===== src/rtl/nn_layer_sequencer.sv =====
// nn_layer_sequencer: control sequencer for the two-layer MAC datapath.
// It loads input chunks and per-neuron weight chunks from the host stream, walks the
// chunk addresses for the neural engine, and writes each neuron result back.
// Layer-0 results land at L0_OUT_BASE and feed layer 1. Layer-1 results land at 0 and 1
// for the classifier.
// Optional feature: define NNSEQ_PERF_CNT_EN to add the perf_cycles busy-cycle counter.
module nn_layer_sequencer #(
    parameter int LANES       = 20,
    parameter int ADDR_W      = 16,
    parameter int IN_CHUNKS   = 50,
    parameter int L0_NEURONS  = 100,
    parameter int L1_CHUNKS   = 5,
    parameter int L1_NEURONS  = 2,
    parameter int L0_OUT_BASE = 1001
) (
    input  logic              clk,
    input  logic              reset,
    input  logic              start,
    input  logic              in_valid,
    output logic              in_ready,
    output logic              act_en,
    output logic              act_we,
    output logic [ADDR_W-1:0] act_addr,
    output logic              w_en,
    output logic              w_we,
    output logic [ADDR_W-1:0] w_addr,
    output logic              mac_clr,
    output logic              mac_bias,
    output logic              wb_sel,
    output logic              layer,
    output logic              busy,
    output logic              done
`ifdef NNSEQ_PERF_CNT_EN
    ,
    output logic [31:0]       perf_cycles
`endif
);

    localparam int CNT_MAX = ((IN_CHUNKS > L0_NEURONS) ? IN_CHUNKS : L0_NEURONS) + 1;
    localparam int CNT_W   = $clog2(CNT_MAX + 1);
    localparam logic [ADDR_W-1:0] LANES_A = ADDR_W'(LANES);

    typedef enum logic [2:0] {
        S_IDLE, S_LOAD_IN, S_LOAD_W, S_MAC, S_BIAS, S_WRBACK, S_DONE
    } state_t;

    state_t             state_reg, state_next;
    logic [CNT_W-1:0]   k_reg, k_next;
    logic [CNT_W-1:0]   n_reg, n_next;
    logic               layer_reg, layer_next;
    logic [CNT_W-1:0]   c_cur, n_max;

    // Registered outputs and their next values
    logic               in_ready_reg, in_ready_next;
    logic               act_en_reg, act_en_next;
    logic               act_we_reg, act_we_next;
    logic [ADDR_W-1:0]  act_addr_reg, act_addr_next;
    logic               w_en_reg, w_en_next;
    logic [ADDR_W-1:0]  w_addr_reg, w_addr_next;
    logic               mac_clr_reg, mac_clr_next;
    logic               mac_bias_reg, mac_bias_next;
    logic               wb_sel_reg, wb_sel_next;
    logic               busy_reg, busy_next;
    logic               done_reg, done_next;

    logic               hs;
    logic               load_act_wr, load_w_wr;

    assign hs          = in_ready_reg & in_valid;
    assign load_act_wr = hs & (state_reg == S_LOAD_IN);
    assign load_w_wr   = hs & (state_reg == S_LOAD_W);
    assign c_cur       = layer_reg ? CNT_W'(L1_CHUNKS) : CNT_W'(IN_CHUNKS);
    assign n_max       = layer_reg ? CNT_W'(L1_NEURONS) : CNT_W'(L0_NEURONS);

    // State, counters and output registers; active-low synchronous reset aborts any run
    always_ff @(posedge clk) begin
        if (!reset) begin
            state_reg    <= S_IDLE;
            k_reg        <= '0;
            n_reg        <= '0;
            layer_reg    <= 1'b0;
            in_ready_reg <= 1'b0;
            act_en_reg   <= 1'b0;
            act_we_reg   <= 1'b0;
            act_addr_reg <= '0;
            w_en_reg     <= 1'b0;
            w_addr_reg   <= '0;
            mac_clr_reg  <= 1'b0;
            mac_bias_reg <= 1'b0;
            wb_sel_reg   <= 1'b0;
            busy_reg     <= 1'b0;
            done_reg     <= 1'b0;
        end else begin
            state_reg    <= state_next;
            k_reg        <= k_next;
            n_reg        <= n_next;
            layer_reg    <= layer_next;
            in_ready_reg <= in_ready_next;
            act_en_reg   <= act_en_next;
            act_we_reg   <= act_we_next;
            act_addr_reg <= act_addr_next;
            w_en_reg     <= w_en_next;
            w_addr_reg   <= w_addr_next;
            mac_clr_reg  <= mac_clr_next;
            mac_bias_reg <= mac_bias_next;
            wb_sel_reg   <= wb_sel_next;
            busy_reg     <= busy_next;
            done_reg     <= done_next;
        end
    end

    // Next state and counter update; only the load states wait on the loader
    always_comb begin
        state_next = state_reg;
        k_next     = k_reg;
        n_next     = n_reg;
        layer_next = layer_reg;
        case (state_reg)
            S_IDLE: if (start) begin
                state_next = S_LOAD_IN;
                k_next     = '0;
                n_next     = '0;
                layer_next = 1'b0;
            end
            S_LOAD_IN: if (hs) begin
                if (k_reg == CNT_W'(IN_CHUNKS - 1)) begin
                    state_next = S_LOAD_W;
                    k_next     = '0;
                end else begin
                    k_next = k_reg + CNT_W'(1);
                end
            end
            S_LOAD_W: if (hs) begin
                // C weight chunks followed by the bias chunk at index C
                if (k_reg == c_cur) begin
                    state_next = S_MAC;
                    k_next     = '0;
                end else begin
                    k_next = k_reg + CNT_W'(1);
                end
            end
            S_MAC: begin
                if (k_reg == c_cur - CNT_W'(1)) begin
                    state_next = S_BIAS;
                    k_next     = '0;
                end else begin
                    k_next = k_reg + CNT_W'(1);
                end
            end
            S_BIAS: state_next = S_WRBACK;
            S_WRBACK: begin
                if (n_reg + CNT_W'(1) == n_max) begin
                    n_next = '0;
                    if (!layer_reg) begin
                        layer_next = 1'b1;
                        state_next = S_LOAD_W;
                    end else begin
                        state_next = S_DONE;
                    end
                end else begin
                    n_next     = n_reg + CNT_W'(1);
                    state_next = S_LOAD_W;
                end
            end
            S_DONE:  state_next = S_IDLE;
            default: state_next = S_IDLE;
        endcase
    end

    // Output values for the coming cycle, derived from the next state and counters
    always_comb begin
        in_ready_next = 1'b0;
        act_en_next   = 1'b0;
        act_we_next   = 1'b0;
        act_addr_next = act_addr_reg;
        w_en_next     = 1'b0;
        w_addr_next   = w_addr_reg;
        mac_clr_next  = 1'b0;
        mac_bias_next = 1'b0;
        wb_sel_next   = 1'b0;
        busy_next     = (state_next != S_IDLE);
        done_next     = 1'b0;
        case (state_next)
            S_LOAD_IN: begin
                in_ready_next = 1'b1;
                act_addr_next = LANES_A * ADDR_W'(k_next);
            end
            S_LOAD_W: begin
                in_ready_next = 1'b1;
                w_addr_next   = LANES_A * ADDR_W'(k_next);
            end
            S_MAC: begin
                act_en_next   = 1'b1;
                act_addr_next = (layer_next ? ADDR_W'(L0_OUT_BASE) : '0) + LANES_A * ADDR_W'(k_next);
                w_en_next     = 1'b1;
                w_addr_next   = LANES_A * ADDR_W'(k_next);
                mac_clr_next  = (k_next == '0);
            end
            S_BIAS: begin
                w_en_next     = 1'b1;
                w_addr_next   = LANES_A * (layer_next ? ADDR_W'(L1_CHUNKS) : ADDR_W'(IN_CHUNKS));
                mac_bias_next = 1'b1;
            end
            S_WRBACK: begin
                act_en_next   = 1'b1;
                act_we_next   = 1'b1;
                act_addr_next = (layer_next ? '0 : ADDR_W'(L0_OUT_BASE)) + ADDR_W'(n_next);
                wb_sel_next   = 1'b1;
            end
            S_DONE: begin
                done_next     = 1'b1;
                act_en_next   = 1'b1;
                act_addr_next = '0;
            end
            default: ;
        endcase
    end

    // Loader writes strobe in the handshake cycle itself so the chunk on the bus is captured
    // at that edge; the address is already registered and waiting.
    assign in_ready = in_ready_reg;
    assign act_en   = act_en_reg | load_act_wr;
    assign act_we   = act_we_reg | load_act_wr;
    assign act_addr = act_addr_reg;
    assign w_en     = w_en_reg | load_w_wr;
    assign w_we     = load_w_wr;
    assign w_addr   = w_addr_reg;
    assign mac_clr  = mac_clr_reg;
    assign mac_bias = mac_bias_reg;
    assign wb_sel   = wb_sel_reg;
    assign layer    = layer_reg;
    assign busy     = busy_reg;
    assign done     = done_reg;

`ifdef NNSEQ_PERF_CNT_EN
    logic [31:0] perf_reg;

    // Busy-cycle counter: cleared on an accepted start, saturating, held after done
    always_ff @(posedge clk) begin
        if (!reset) begin
            perf_reg <= '0;
        end else if (state_reg == S_IDLE && start) begin
            perf_reg <= '0;
        end else if (busy_reg && perf_reg != 32'hFFFF_FFFF) begin
            perf_reg <= perf_reg + 32'd1;
        end
    end

    assign perf_cycles = perf_reg;
`endif

endmodule


===== config.mk =====
export PLATFORM = sky130hd
export DESIGN_NAME = nn_layer_sequencer
export DESIGN_NICKNAME = d
export VERILOG_FILES = /design/src/rtl/nn_layer_sequencer.sv
export SDC_FILE = /design/constraint.sdc
export NUM_CORES = 1
export LEC_CHECK = 0
export BUFFER_PORTS_ARGS = -buffer_cell sky130_fd_sc_hd__buf_2
export CAP_MARGIN = 20
export CORE_UTILIZATION = 45
export CTS_CLUSTER_DIAMETER = 120
export DETAILED_ROUTE_END_ITERATION = 8
export PLACE_DENSITY = 0.71
export SLEW_MARGIN = 15
export SYNTH_ARGS = -nofsm -noshare
export SYNTH_HDL_FRONTEND = slang
export SYNTH_SLANG_ARGS = --single-unit
export TNS_END_PERCENT = 10

===== constraint.sdc =====
create_clock -name clk -period 4.15 [get_ports clk]
set_clock_uncertainty 0.1 [all_clocks]
set_input_delay 0.83 -clock clk [delete_from_list [all_inputs] [get_ports clk]]
set_output_delay 0.83 -clock clk [all_outputs]
set_load 0.05 [all_outputs]

==> flow_summary.toml <==
[global_route]
grt_pass1_vias = 3537
grt-ovfl-total = 0
antenna_found_initial = 0
grt_usage = 0.253
grt_pass1_wl_um = 17600
grt_max_degree = 26

[route]
ant_nets = 0
vias = 3879
avgRoutedWirePerCell_um = 16.5
first_pass_iters = 5
drtIter0Drc = 294
drc = 0
via_per_inst = 5.75
wl_um = 11100

[finish]
largest_reg_flops = 13
drive_gt1_frac = 0.344
nNetsFinal = 600
syn_to_final_growth_pct = 27.5
layout.cells.non_filler = 675
diodes = 0

[cts]
clockBufferDepth = 2
htree_levels = 2
clock_latency_ns = 0.30
root_buffer = "clkbuf_8"
ctsHoldBuffers = 0
cts.clk_slew.worst_paths_ns = 0.10
cts_sinks = 49
cts_buffers = 5
cts_tree = "yes"

[die]
start_util = 0.468
dieArea_sq_um = 9010
rows = 33
pin_count = 47
core_region_area_sq_um = 8300
die_width_um = 94.9
dieHeight_um = 94.9

[sta]
clock.fmax_ghz = 0.229
worst_slew_pin_slew_ns = 0.907
fin_setup_tns_ns = -0.856
timing.slew.headroom = 0.395
finalCritPeriodShare = 1.05
hold_viol = 0
rsz0062_at_grt = "yes"
drv_slew = 0
setup_viol = 4
period_minus_slack_ns = 4.37
fin_ws_ns = -0.221

[synthesis]
synth_cell_types = 91
synth_edf_count = 0
ys_ff_latch = 49
avgSynthCellArea_sq_um = 8.39
netlist.area_leader.share = 0.253
async_flop_share = 0
syn_inst = 463
ys_seq_area_frac = 0.253
synth.largest_area_cell = "dfxtp_1"
synth_area_sq_um = 3880
synthTopCellsByArea = "dfxtp_1 (25%), ha_1 (8.4%), a21oi_1 (4.1%), nor2_1 (4.1%), nand2_1 (3.3%)"
ys.flop_type = "dfxtp_1"
yosys_warnings = 0

[status]
status = "finished with violations"
violations = "negative setup slack"

[critical_path]
critPathKind = "flip-flop to flip-flop"
critPathRequiredTime_ns = 4.22
crit_path_cell_trace = "or3b_4 > a221oi_4 > a21oi_2 > a21oi_2 > a211oi_1 > o21ai_1 > o31a_1 > inv_1 > ha_1 > ha_2 > inv_2 > fa_2 > inv_1 > a21oi_1 > o21bai_1 > xor2_1 > ha_1 > a21oi_2 > a21oi_2 > a32oi_1 > nor2_1"
end_kind = "flip-flop"
crit_family = "compound AO/OA/AOI/OAI gates"
cp_slowest_cell = "or3b_4"
cp.arrival_ns = 4.44
r2r_start = "layer"
cpPeakStageDelay_ns = 0.41
critPathLaunchType = "flip-flop"
crit_top_cell = "a21oi_2"
critPathLaunch = "layer"
cp_num_buf_inv = 3
cp_max_fo = 6

[place]
hpwlAfterDp_um = 8580
gp_congestion = 0.904
dp_slack_ns = -0.464
port_buffers = 37
place_inst = 662

[power]
max-vdd-ir-drop_v = 0.000165
leakage_nw = 2.27
power_density_nw_per_um2 = 185

[flow_run]
drv_cap = 0

[hold_path]
worstHoldStart = "w_addr[5]"
hp-class = "flip-flop to flip-flop"
## layer usage
| layer | up-vias | global-route usage | routed length [um] |
|---|---|---|---|
| met5 | - | 0 | 0 |
| met4 | 0 | 0.0669 | 144 |
| met3 | 11 | 0.0282 | 569 |
| met2 | 134 | 0.416 | 5340 |
| met1 | 1839 | 0.350 | 5080 |
| li1 | 1895 | - | - |
## power by group
group	total [mW]	switching (mW)	internal, mW
sequential	0.481	0.00521	0.475
clock	0.303	0.167	0.136
combinational	0.135	0.0950	0.0396
## layout make-up
| cell class | instances | area, sq um |
|---|---|---|
| sequential | 49 | 985 |
| timing repair buffer | 121 | 816 |
| clock inverter | 2 | 13.8 |
| clock buffer | 6 | 82.6 |
| inverter | 22 | 82.6 |
| fill | 721 | 3350 |
| tap | 105 | 131 |
| multi-input combinational | 370 | 2840 |
## stage by stage
| stage | total power, mW | hold slack [ns] | util | area [sq um] |
|---|---|---|---|---|
| floorplan | 0.590 | 0.455 | - | 3980 |
| global placement | 0.620 | 0.375 | 0.565 | 4690 |
| detailed placement | 0.621 | 0.385 | 0.565 | 4690 |
| CTS | 0.922 | 0.402 | 0.586 | 4860 |
| global route | 0.951 | 0.448 | 0.597 | 4950 |
| finish | 0.918 | 0.404 | 0.597 | 4950 |
## worst min-delay path: stages, from the launching register on
cell     delay [ns]
dfxtp_1        0.33
o21ai_1        0.07
nor2_1         0.07
## cells in the final DEF (no fill, tap or decap), types with 4 or more instances in the layout
| cell | synthesis | layout |
|---|---|---|
| and3_1 | 8 | 8 |
| conb_1 | 1 | 9 |
| xor2_1 | 5 | 5 |
| a21oi_2 | 3 | 11 |
| o21bai_1 | 4 | 4 |
| inv_1 | 21 | 19 |
| o21ai_1 | 4 | 6 |
| a21o_1 | 5 | 5 |
| xnor2_1 | 11 | 10 |
| clkbuf_8 | 3 | 6 |
| buf_4 | 11 | 84 |
| mux2i_1 | 7 | 7 |
| a31oi_1 | 5 | 5 |
| nand2b_1 | 6 | 6 |
| nand3_1 | 13 | 13 |
| or2_2 | 5 | 5 |
| nor3_1 | 10 | 9 |
| or3_1 | 6 | 6 |
| dfxtp_1 | 49 | 48 |
| and2_1 | 12 | 12 |
| nor2_1 | 42 | 42 |
| ha_4 | 0 | 4 |
| ha_1 | 26 | 20 |
| a21oi_1 | 32 | 24 |
| buf_2 | 6 | 37 |
| o21ai_0 | 25 | 23 |
| nand2_1 | 34 | 33 |
| o22ai_1 | 6 | 6 |
## cell usage after synthesis, types with 7 or more instances
cell      count
nor3_1       10
and3_1        8
mux2i_1       7
and2_1       12
xnor2_1      11
nor2_1       42
dfxtp_1      49
nand2_1      34
clkbuf_1      9
buf_4        11
nand3_1      13
o21ai_0      25
inv_1        21
a21oi_1      32
ha_1         26
## kinds of logic (layout without fill, tap and decap cells)
family | count (synthesis) | in the layout | share of synthesized area
AO/OA/AOI/OAI | 144 | 144 | 0.294
XOR/XNOR | 18 | 18 | 0.0445
adder cells (fa/ha/maj) | 27 | 27 | 0.0889
buffers and inverters | 52 | 151 | 0.0725
flip-flops | 49 | 49 | 0.253
multiplexers | 8 | 8 | 0.0209
other | 1 | 9 | 0.000966
AND/OR/NAND/NOR | 164 | 164 | 0.226
## what timing repair did
item | in CTS | in global routing
setup endpoints to repair | 7 | 8
pin swaps | 16 | 14
resized for setup | 9 | 8
setup buffers | 2 | 3
## final timing paths
kind,to,slack [ns],depth (start not counted)
worst max register to register,act_addr[12],-0.22,21
worst min register to register,w_addr[5],0.40,2
worst max-delay path,act_addr[12],-0.22,21
worst min-delay path,w_addr[5],0.40,2
No activity file was read; power rests on OpenSTA's default activity.
